[config.mk]
export PLATFORM = sky130hd
export DESIGN_NAME = rnd_hash_requester
export DESIGN_NICKNAME = d
export VERILOG_FILES = /design/src/rtl/rnd_hash_requester.sv
export SDC_FILE = /design/constraint.sdc
export NUM_CORES = 1
export LEC_CHECK = 0
export ABC_AREA = 1
export CAP_MARGIN = 15
export CELL_PAD_IN_SITES_DETAIL_PLACEMENT = 1
export CELL_PAD_IN_SITES_GLOBAL_PLACEMENT = 1
export CORE_ASPECT_RATIO = 0.6
export CORE_MARGIN = 2
export CORE_UTILIZATION = 38
export CTS_BUF_LIST = sky130_fd_sc_hd__clkbuf_8
export CTS_CLUSTER_DIAMETER = 30
export DETAILED_ROUTE_END_ITERATION = 8
export GPL_TIMING_DRIVEN = 1
export PLACE_DENSITY_LB_ADDON = 0.1
export SYNTH_ARGS = -nofsm -noshare
export SYNTH_HDL_FRONTEND = slang
export SYNTH_SLANG_ARGS = --single-unit
[constraint.sdc]
create_clock -name clk -period 1.5 [get_ports clk]
set_clock_uncertainty 0.1 [all_clocks]
set_input_delay 0.3 -clock clk [delete_from_list [all_inputs] [get_ports clk]]
set_output_delay 0.3 -clock clk [all_outputs]
set_load 0.01 [all_outputs]
[src/rtl/rnd_hash_requester.sv]
// Requester on the far side of the RND generator: runs HASH_WIDTH/2 generator passes and packs the symbols into one hash word.
// Optional WAIT-state timeout is enabled with the RND_REQ_TIMEOUT_EN macro.
module rnd_hash_requester #(
    parameter int REG_WIDTH      = 6,
    parameter int HASH_WIDTH     = 8,
    parameter int TIMEOUT_CYCLES = 32,
    parameter int TO_WIDTH       = 6
) (
    input  logic                  clk,
    input  logic                  rst,
    input  logic                  req,
    input  logic [REG_WIDTH-1:0]  base_seed,
    output logic                  busy,
    output logic                  hash_valid,
    input  logic                  hash_ready,
    output logic [HASH_WIDTH-1:0] hash_out,
    output logic                  start_rnd,
    output logic [REG_WIDTH-1:0]  seed,
    input  logic                  done_rnd,
    input  logic [1:0]            x_in,
    output logic                  err_timeout
);

    localparam int NSYM  = HASH_WIDTH / 2;
    localparam int IDX_W = (NSYM > 1) ? $clog2(NSYM) : 1;
    localparam logic [IDX_W-1:0] IDX_LAST = IDX_W'(NSYM - 1);

    if ((HASH_WIDTH < 4) || ((HASH_WIDTH % 2) != 0)) begin : g_bad_hash_width
        $error("HASH_WIDTH must be even and at least 4");
    end
    if ((1 << TO_WIDTH) <= TIMEOUT_CYCLES) begin : g_bad_to_width
        $error("TO_WIDTH too narrow for TIMEOUT_CYCLES");
    end

    typedef enum logic [1:0] {
        S_IDLE  = 2'd0,
        S_START = 2'd1,
        S_WAIT  = 2'd2,
        S_DONE  = 2'd3
    } state_t;

    state_t                state_q, state_d;
    logic [REG_WIDTH-1:0]  base_q, base_d;
    logic [IDX_W-1:0]      idx_q, idx_d;
    logic [HASH_WIDTH-1:0] shift_q, shift_d;
    logic [REG_WIDTH-1:0]  seed_q, seed_d;
    logic [HASH_WIDTH-1:0] hash_out_q, hash_out_d;
    logic                  start_rnd_q, start_rnd_d;
    logic                  busy_q, busy_d;
    logic                  hash_valid_q, hash_valid_d;
    logic [HASH_WIDTH-1:0] cap_s;
    logic [IDX_W-1:0]      idx_inc_s;

`ifdef RND_REQ_TIMEOUT_EN
    logic [TO_WIDTH-1:0]   cnt_q, cnt_d;
    logic                  err_q, err_d;
`endif

    assign cap_s     = {shift_q[HASH_WIDTH-3:0], x_in};
    assign idx_inc_s = idx_q + IDX_W'(1);

    // Next-state and next-output computation; outputs are registered from the next state.
    always_comb begin
        state_d    = state_q;
        base_d     = base_q;
        idx_d      = idx_q;
        shift_d    = shift_q;
        seed_d     = seed_q;
        hash_out_d = hash_out_q;
`ifdef RND_REQ_TIMEOUT_EN
        cnt_d      = cnt_q;
        err_d      = err_q;
`endif
        case (state_q)
            S_IDLE: begin
                if (req) begin
                    base_d  = base_seed;
                    idx_d   = '0;
                    shift_d = '0;
                    seed_d  = base_seed;
                    state_d = S_START;
`ifdef RND_REQ_TIMEOUT_EN
                    err_d   = 1'b0;
                    cnt_d   = '0;
`endif
                end else begin
                    state_d = S_IDLE;
                end
            end
            S_START: begin
                state_d = S_WAIT;
`ifdef RND_REQ_TIMEOUT_EN
                cnt_d   = '0;
`endif
            end
            S_WAIT: begin
                // A done on the expiry cycle takes priority over the timeout.
                if (done_rnd) begin
                    shift_d = cap_s;
                    if (idx_q == IDX_LAST) begin
                        hash_out_d = cap_s;
                        state_d    = S_DONE;
                    end else begin
                        idx_d   = idx_inc_s;
                        seed_d  = base_q ^ REG_WIDTH'(idx_inc_s);
                        state_d = S_START;
                    end
`ifdef RND_REQ_TIMEOUT_EN
                end else if (cnt_q == TO_WIDTH'(TIMEOUT_CYCLES - 1)) begin
                    err_d   = 1'b1;
                    shift_d = '0;
                    state_d = S_IDLE;
                end else begin
                    cnt_d   = cnt_q + TO_WIDTH'(1);
                    state_d = S_WAIT;
                end
`else
                end else begin
                    state_d = S_WAIT;
                end
`endif
            end
            S_DONE: begin
                if (hash_ready) begin
                    state_d = S_IDLE;
                end else begin
                    state_d = S_DONE;
                end
            end
            default: begin
                state_d = S_IDLE;
            end
        endcase

        start_rnd_d  = (state_d == S_START);
        busy_d       = (state_d != S_IDLE);
        hash_valid_d = (state_d == S_DONE);
    end

    // State and registered-output update with synchronous reset.
    always_ff @(posedge clk) begin
        if (rst) begin
            state_q      <= S_IDLE;
            base_q       <= '0;
            idx_q        <= '0;
            shift_q      <= '0;
            seed_q       <= '0;
            hash_out_q   <= '0;
            start_rnd_q  <= 1'b0;
            busy_q       <= 1'b0;
            hash_valid_q <= 1'b0;
        end else begin
            state_q      <= state_d;
            base_q       <= base_d;
            idx_q        <= idx_d;
            shift_q      <= shift_d;
            seed_q       <= seed_d;
            hash_out_q   <= hash_out_d;
            start_rnd_q  <= start_rnd_d;
            busy_q       <= busy_d;
            hash_valid_q <= hash_valid_d;
        end
    end

`ifdef RND_REQ_TIMEOUT_EN
    // WAIT-cycle counter and sticky timeout flag.
    always_ff @(posedge clk) begin
        if (rst) begin
            cnt_q <= '0;
            err_q <= 1'b0;
        end else begin
            cnt_q <= cnt_d;
            err_q <= err_d;
        end
    end
    assign err_timeout = err_q;
`else
    assign err_timeout = 1'b0;
`endif

    assign busy       = busy_q;
    assign hash_valid = hash_valid_q;
    assign hash_out   = hash_out_q;
    assign start_rnd  = start_rnd_q;
    assign seed       = seed_q;

endmodule

* Yosys cells after proc, flatten, opt, wreduce, memory -nomap -nowiden
Cells that the tools add are included.
Cells by class: equal/unequal tests 9, muxes and demuxes 16, bitwise gates (word level) 1, reductions and logical operators 7, shift operators 0, add/sub/neg operators 1, div/mod/pow operators 0, multiply operators 0, magnitude comparators 0
Operator list (count):
- $mux 6 | 5
- $pmux 6 s2 | 2
- $mux 2 | 6
- $eq 2x2->1 const B | 4
- $pmux 2 s4 | 1
- $ne 2x2->1 const B | 3
- $reduce_and 3->1 | 2
- $xor 6x2->6 | 1
- $eq 2x1->1 const B | 2
- $pmux 2 s2 | 1
- $reduce_and 4->1 | 1
- $reduce_bool 2->1 | 2
- $add 2x1->2 const B | 1
- $logic_not 2->1 | 1
- $reduce_and 2->1 | 1
- $mux 1 | 1
Word-level totals: input port bits 13, word-level logic and storage cells 43, memories kept 0, register bits 33, bits in writable memories 0, memory bits (read-only) 0, latch bits 0

* Depth between registers and ports, before layout
Gate-level depths: netlist of run 1.
depth after elaboration 5, gate-level depth with buffers 8, gate-level depth less buffers 8

* Worst setup path before layout of run 1
Ideal clock, no wire load.
kind reg-to-reg, start point reg idx_q[0], end point reg seed_q[1] (netlist: seed[1]), library setup time 111 ps, required time 1289 ps, slack 237 ps, cell stages (with the launch flop) 8, arrival 1052 ps, buffers on the path 0, clock period less this slack 1263 ps, cell sequence dfxtp_1 > ha_1 > nor2_4 > nand2_4 > nand2_4 > inv_4 > nor2_4 > nor2_2
Between the ends: cells in the longest elaborated chain, start to end 5
Ends and longest elaborated chain:
- from (decl) | RTL line 44 | logic [IDX_W-1:0] idx_q, idx_d;
- from (signal assigned) | RTL line 155 | idx_q <= idx_d;
- $add 2x1->2 | RTL line 60 | assign idx_inc_s = idx_q + IDX_W'(1);
- $xor 6x2->6 | RTL line 105 | seed_d = base_q ^ REG_WIDTH'(idx_inc_s);
- $mux 6 | RTL line 100 | if (idx_q == IDX_LAST) begin
- $mux 6 | RTL line 98 | if (done_rnd) begin
- $pmux 6 s2 | RTL line 74 | case (state_q)
- to (signal assigned) | RTL line 147 | seed_q <= '0;
- to (signal assigned) | RTL line 157 | seed_q <= seed_d;
- to (decl) | RTL line 46 | logic [REG_WIDTH-1:0] seed_q, seed_d;
Several ways; a longest one is shown, not always the timed one. The select of a mux whose other input is x is not followed. A chain may end at the register's enable or synchronous reset.

* Final worst setup path of run 1
start point in done_rnd, end point reg seed_q[3] (netlist: seed[3])
Between the ends: cells in the longest elaborated chain, start to end 2
Ends and longest elaborated chain:
- from (decl) | RTL line 19 | input logic done_rnd,
- $ne 2x2->1 (no line)
- $reduce_and 4->1 (no line)
No other way between the ends.

==> results of run 1 <==
-- cell usage after synthesis --
cell type                  instances
sky130_fd_sc_hd__nor2_1           37
sky130_fd_sc_hd__dfxtp_1          33
sky130_fd_sc_hd__nand2_1          31
sky130_fd_sc_hd__inv_1            12
sky130_fd_sc_hd__a21oi_1          11
sky130_fd_sc_hd__o21ai_1           9
sky130_fd_sc_hd__nand3b_1          8
sky130_fd_sc_hd__nor2_2            7
sky130_fd_sc_hd__nand3_1           6
sky130_fd_sc_hd__o21ai_0           5
sky130_fd_sc_hd__buf_6             4
sky130_fd_sc_hd__nor2_4            4
sky130_fd_sc_hd__nand2_2           3
sky130_fd_sc_hd__nand2_4           3
sky130_fd_sc_hd__nand4_1           3
sky130_fd_sc_hd__a21oi_2           2
sky130_fd_sc_hd__buf_4             2
sky130_fd_sc_hd__inv_4             2
sky130_fd_sc_hd__nor3_1            2
sky130_fd_sc_hd__o21ai_2           2
sky130_fd_sc_hd__buf_2             1
sky130_fd_sc_hd__clkbuf_1          1
sky130_fd_sc_hd__conb_1            1
sky130_fd_sc_hd__ha_1              1
sky130_fd_sc_hd__inv_2             1
sky130_fd_sc_hd__nand3_2           1
sky130_fd_sc_hd__nand3_4           1
sky130_fd_sc_hd__xor2_1            1
-- layout make-up --
type,count,share of cell area
clock buffers,7,0.0475
clock inverters,1,0.00247
inverters,15,0.0302
multi-input cells,138,0.365
flip-flops and latches,33,0.327
well taps,47,0.0290
repair buffers,42,0.199
-- through the flow --
step           setup TNS [ns]  hold WS (ns)  worst slack (ns)  utilization
6_report                    0         0.362             0.114        0.542
3_5_place_dp            -3.02         0.356            -0.172        0.517
5_1_grt                     0         0.386            0.0286        0.542
4_1_cts                     0         0.363            0.0243        0.538
3_3_place_gp            -2.02         0.335            -0.131        0.517
2_1_floorplan               0         0.269             0.237            -
-- layout by cell type (no fill, tap or decap), drive strengths merged --
cell	instances
nor3	2
clkinv	1
nand3b	8
nand4	3
nor2	48
conb	1
clkbuf	7
xor2	1
nand3	8
dfxtp	33
buf	13
inv	15
o21ai	16
nand2	37
ha	1
dlygate4sd2	17
clkdlybuf4s50	12
a21oi	13
-- power by group through the flow --
stage	Clock, uW	Sequential (uW)	Combinational, uW
2_1_floorplan	0	992	252
3_3_place_gp	0	989	423
3_5_place_dp	0	993	440
4_1_cts	757	973	428
5_1_grt	795	981	475
6_report	735	975	429
-- worst max-delay path, cell delays in order --
cell	delay (ns)
sky130_fd_sc_hd__clkdlybuf4s50_1	0.53
sky130_fd_sc_hd__inv_1	0.09
sky130_fd_sc_hd__nor2_4	0.12
sky130_fd_sc_hd__nand2_4	0.11
sky130_fd_sc_hd__nand2_4	0.10
sky130_fd_sc_hd__inv_4	0.08
sky130_fd_sc_hd__nor2_2	0.09
sky130_fd_sc_hd__nor2_1	0.05
-- per-layer routing --
layer / wire length (microns) / track usage
met5: 0 / 0
met4: 56 / 0.0529
met3: 202 / 0.0546
met2: 1950 / 0.339
met1: 2090 / 0.267
-- worst max path at each step --
stage,cells after the start,endpoint
final,8,seed[3]$_SDFFE_PP0P_
after global routing,8,seed[3]$_SDFFE_PP0P_
after CTS,6,hash_out[2]$_SDFFE_PP0P_
after detailed placement,8,idx_q[1]$_SDFFE_PP0P_
after global placement,8,seed[1]$_SDFFE_PP0P_
after floorplan,7,seed[1]$_SDFFE_PP0P_
-- cell families after synthesis --
kind of cell / after synthesis / share of synthesized area
AOI/OAI and AO/OA: 29 / 0.105
xor gates and xnor gates: 1 / 0.00577
DFF: 33 / 0.435
buffers and inverters: 23 / 0.0857
other: 1 / 0.00247
adders and majority gates: 1 / 0.00824
and+or+nand+nor: 106 / 0.357
-- sequential cells by signal, indices dropped and copies added, names as in the netlist --
| name | cells |
|---|---|
| base_q | 6 |
| busy | 1 |
| hash_out | 8 |
| hash_valid | 1 |
| idx_q | 2 |
| seed | 6 |
| shift_q | 6 |
| start_rnd | 1 |
| state_q | 2 |
==> impl_results.md, run 1 <==
- Outcome: finished, final reports clean
- Maximum clock frequency: approximately 720 MHz
- Largest driver fanout on the critical path: 9
- Worst setup slack for register-to-register paths: 0.12 ns
- Number of buffers inserted by hold repair at cts: 0
- Number of setup buffers added after CTS: 0
- Cells after synthesis: 194
- Final Slew Violations: 0
- Leakage power of the design: approximately 0.00094 uW
- Sequential share of power: 0.456
- Internal Power: between 1500 and 2000 uW
- Number of inserted filler cells in the final layout: 463
- FF-to-FF path depth: 6
- DRC violation count after routing: 0
- Post-synth cell types: 28
- Final design area excluding fillers: slightly above 2000 sq um
- Count of pins on the block boundary: 31
- CTS H-Tree Depth: 2
- Switching part of the total: 0.279
- Number of vias per cell: ~5.0
- Number of buffers added on ports: 29
- Sequential Area: around 660 sq um
- Final critical-path required period: 1.39 ns
- Part of the total power dissipated in combinational logic: 0.201
- Cells taking the most area after synthesis: sky130_fd_sc_hd__dfxtp_1, sky130_fd_sc_hd__nor2_1, sky130_fd_sc_hd__nand2_1, sky130_fd_sc_hd__nand3b_1, sky130_fd_sc_hd__a21oi_1
- Number of cells on the worst hold path: 2
- Detailed-placement wirelength estimate: between 3000 and 4000 microns
- Launch instance of the worst register-to-register path: state_q[0]$_SDFF_PP0_
- Routed Wire Length: between 4000 and 5000 microns
- Most area-hungry cell type in the Yosys netlist: sky130_fd_sc_hd__dfxtp_1
- Number of nets at the end of the flow: 249
- Number of iterations in the first detailed-routing pass: 4
- Post-cts resize count: 17
- Number of setup violations in the final report: 0
- Share of the clock period used by the worst path: 0.924
- Source of the worst hold timing path: base_q[4]$_SDFFE_PP0P_
- Sequential element share of the synthesized area: 0.435
- MaxCap Viol Count: 0
- TritonCTS sink count: 33
- Pin count of the biggest net entering global routing: 27
- Timing startpoint of the critical path: done_rnd
- Post-Synthesis Mean Instance Area: between 7 and 8 sq um
- Placed cell count: around 280
- Mapped Area: about 1500 sq um
- Floorplan core area: between 3000 and 4000 sq um
- Post-detailed-route count of antenna-violating nets: 0
- Row count: 17
- Number of antenna violations at the first check in global routing: 0
- Sink of the worst hold path: base_q[4]$_SDFFE_PP0P_
- Overall power of the completed layout: 2140 uW
- Fraction of final layout cells with drive strength greater than 1: 0.212
- Hold crit path type: reg -> reg
- Weighted congestion at the end of routability-driven global placement: about 0.8
- Setup Crit Path Kind: in -> reg
- Endpoint of the most critical register-to-register path: hash_out[4]$_SDFFE_PP0P_
- Clock-pin transition on the worst setup and hold timing paths: ~0.070 ns
- Number of warnings issued by yosys: 0
- Total clock buffers created by CTS: 5
- Routed wire length per instance: between 15 and 20 microns
- Overall overflow remaining after global route: 0
- Initial core utilization: 0.406
- Initial drt markers: 62
- Worst vdd ir: 549 uV
- Via total after detailed routing: around 1400
- CTS tree: done
- Data required time at the worst endpoint: 1.58 ns
- Maximum clock insertion buffer count: 2
- Multi-input gate area in the final layout: between 700 and 800 sq um
- Latest clock arrival within the worst-skew pair: between 0.2 and 0.3 ns
- Portion of total power attributed to the clock network: 0.343
- Die Y: approximately 53 microns
- Die footprint: roughly 4500 sq um
- Final Hold Vio Count: 0
- Startpoint type of the worst setup path: input port
- Net count after synthesis: between 200 and 250
- Antenna cell count: 0
- Area share of the largest cell type after synthesis: 0.435
- Total global-route track usage: 0.205
- FF+latch count, synth: 33
- Final cell count without fillers: approximately 280
- Layout overhead on the synthesized area: 33.5%
- Net switching power of the design: 598 uW
- Critical path arrival: around 1.5 ns
- Width of the chip: around 86 microns
- Cell at the root of the clock tree: sky130_fd_sc_hd__clkbuf_8
- Pwr per Cell Area: ~1100 nW/um^2
- Setup repair after global routing missed its margin: false
- Wire length of the first global-routing pass: between 6000 and 7000 microns
- Total cell area at the placement stage: approximately 1900 sq um
- Via count of the first global-routing pass: 1420
- Type of destination of the critical path: register
Power figures use the tool's default switching activity.
==> run 2, diff against run 1 <==
Settings changed: ABC_CLOCK_PERIOD_IN_PS from default to 1500.
==> results of run 2 <==
No change in the layout: final DEF, timing and power equal those of run 1.
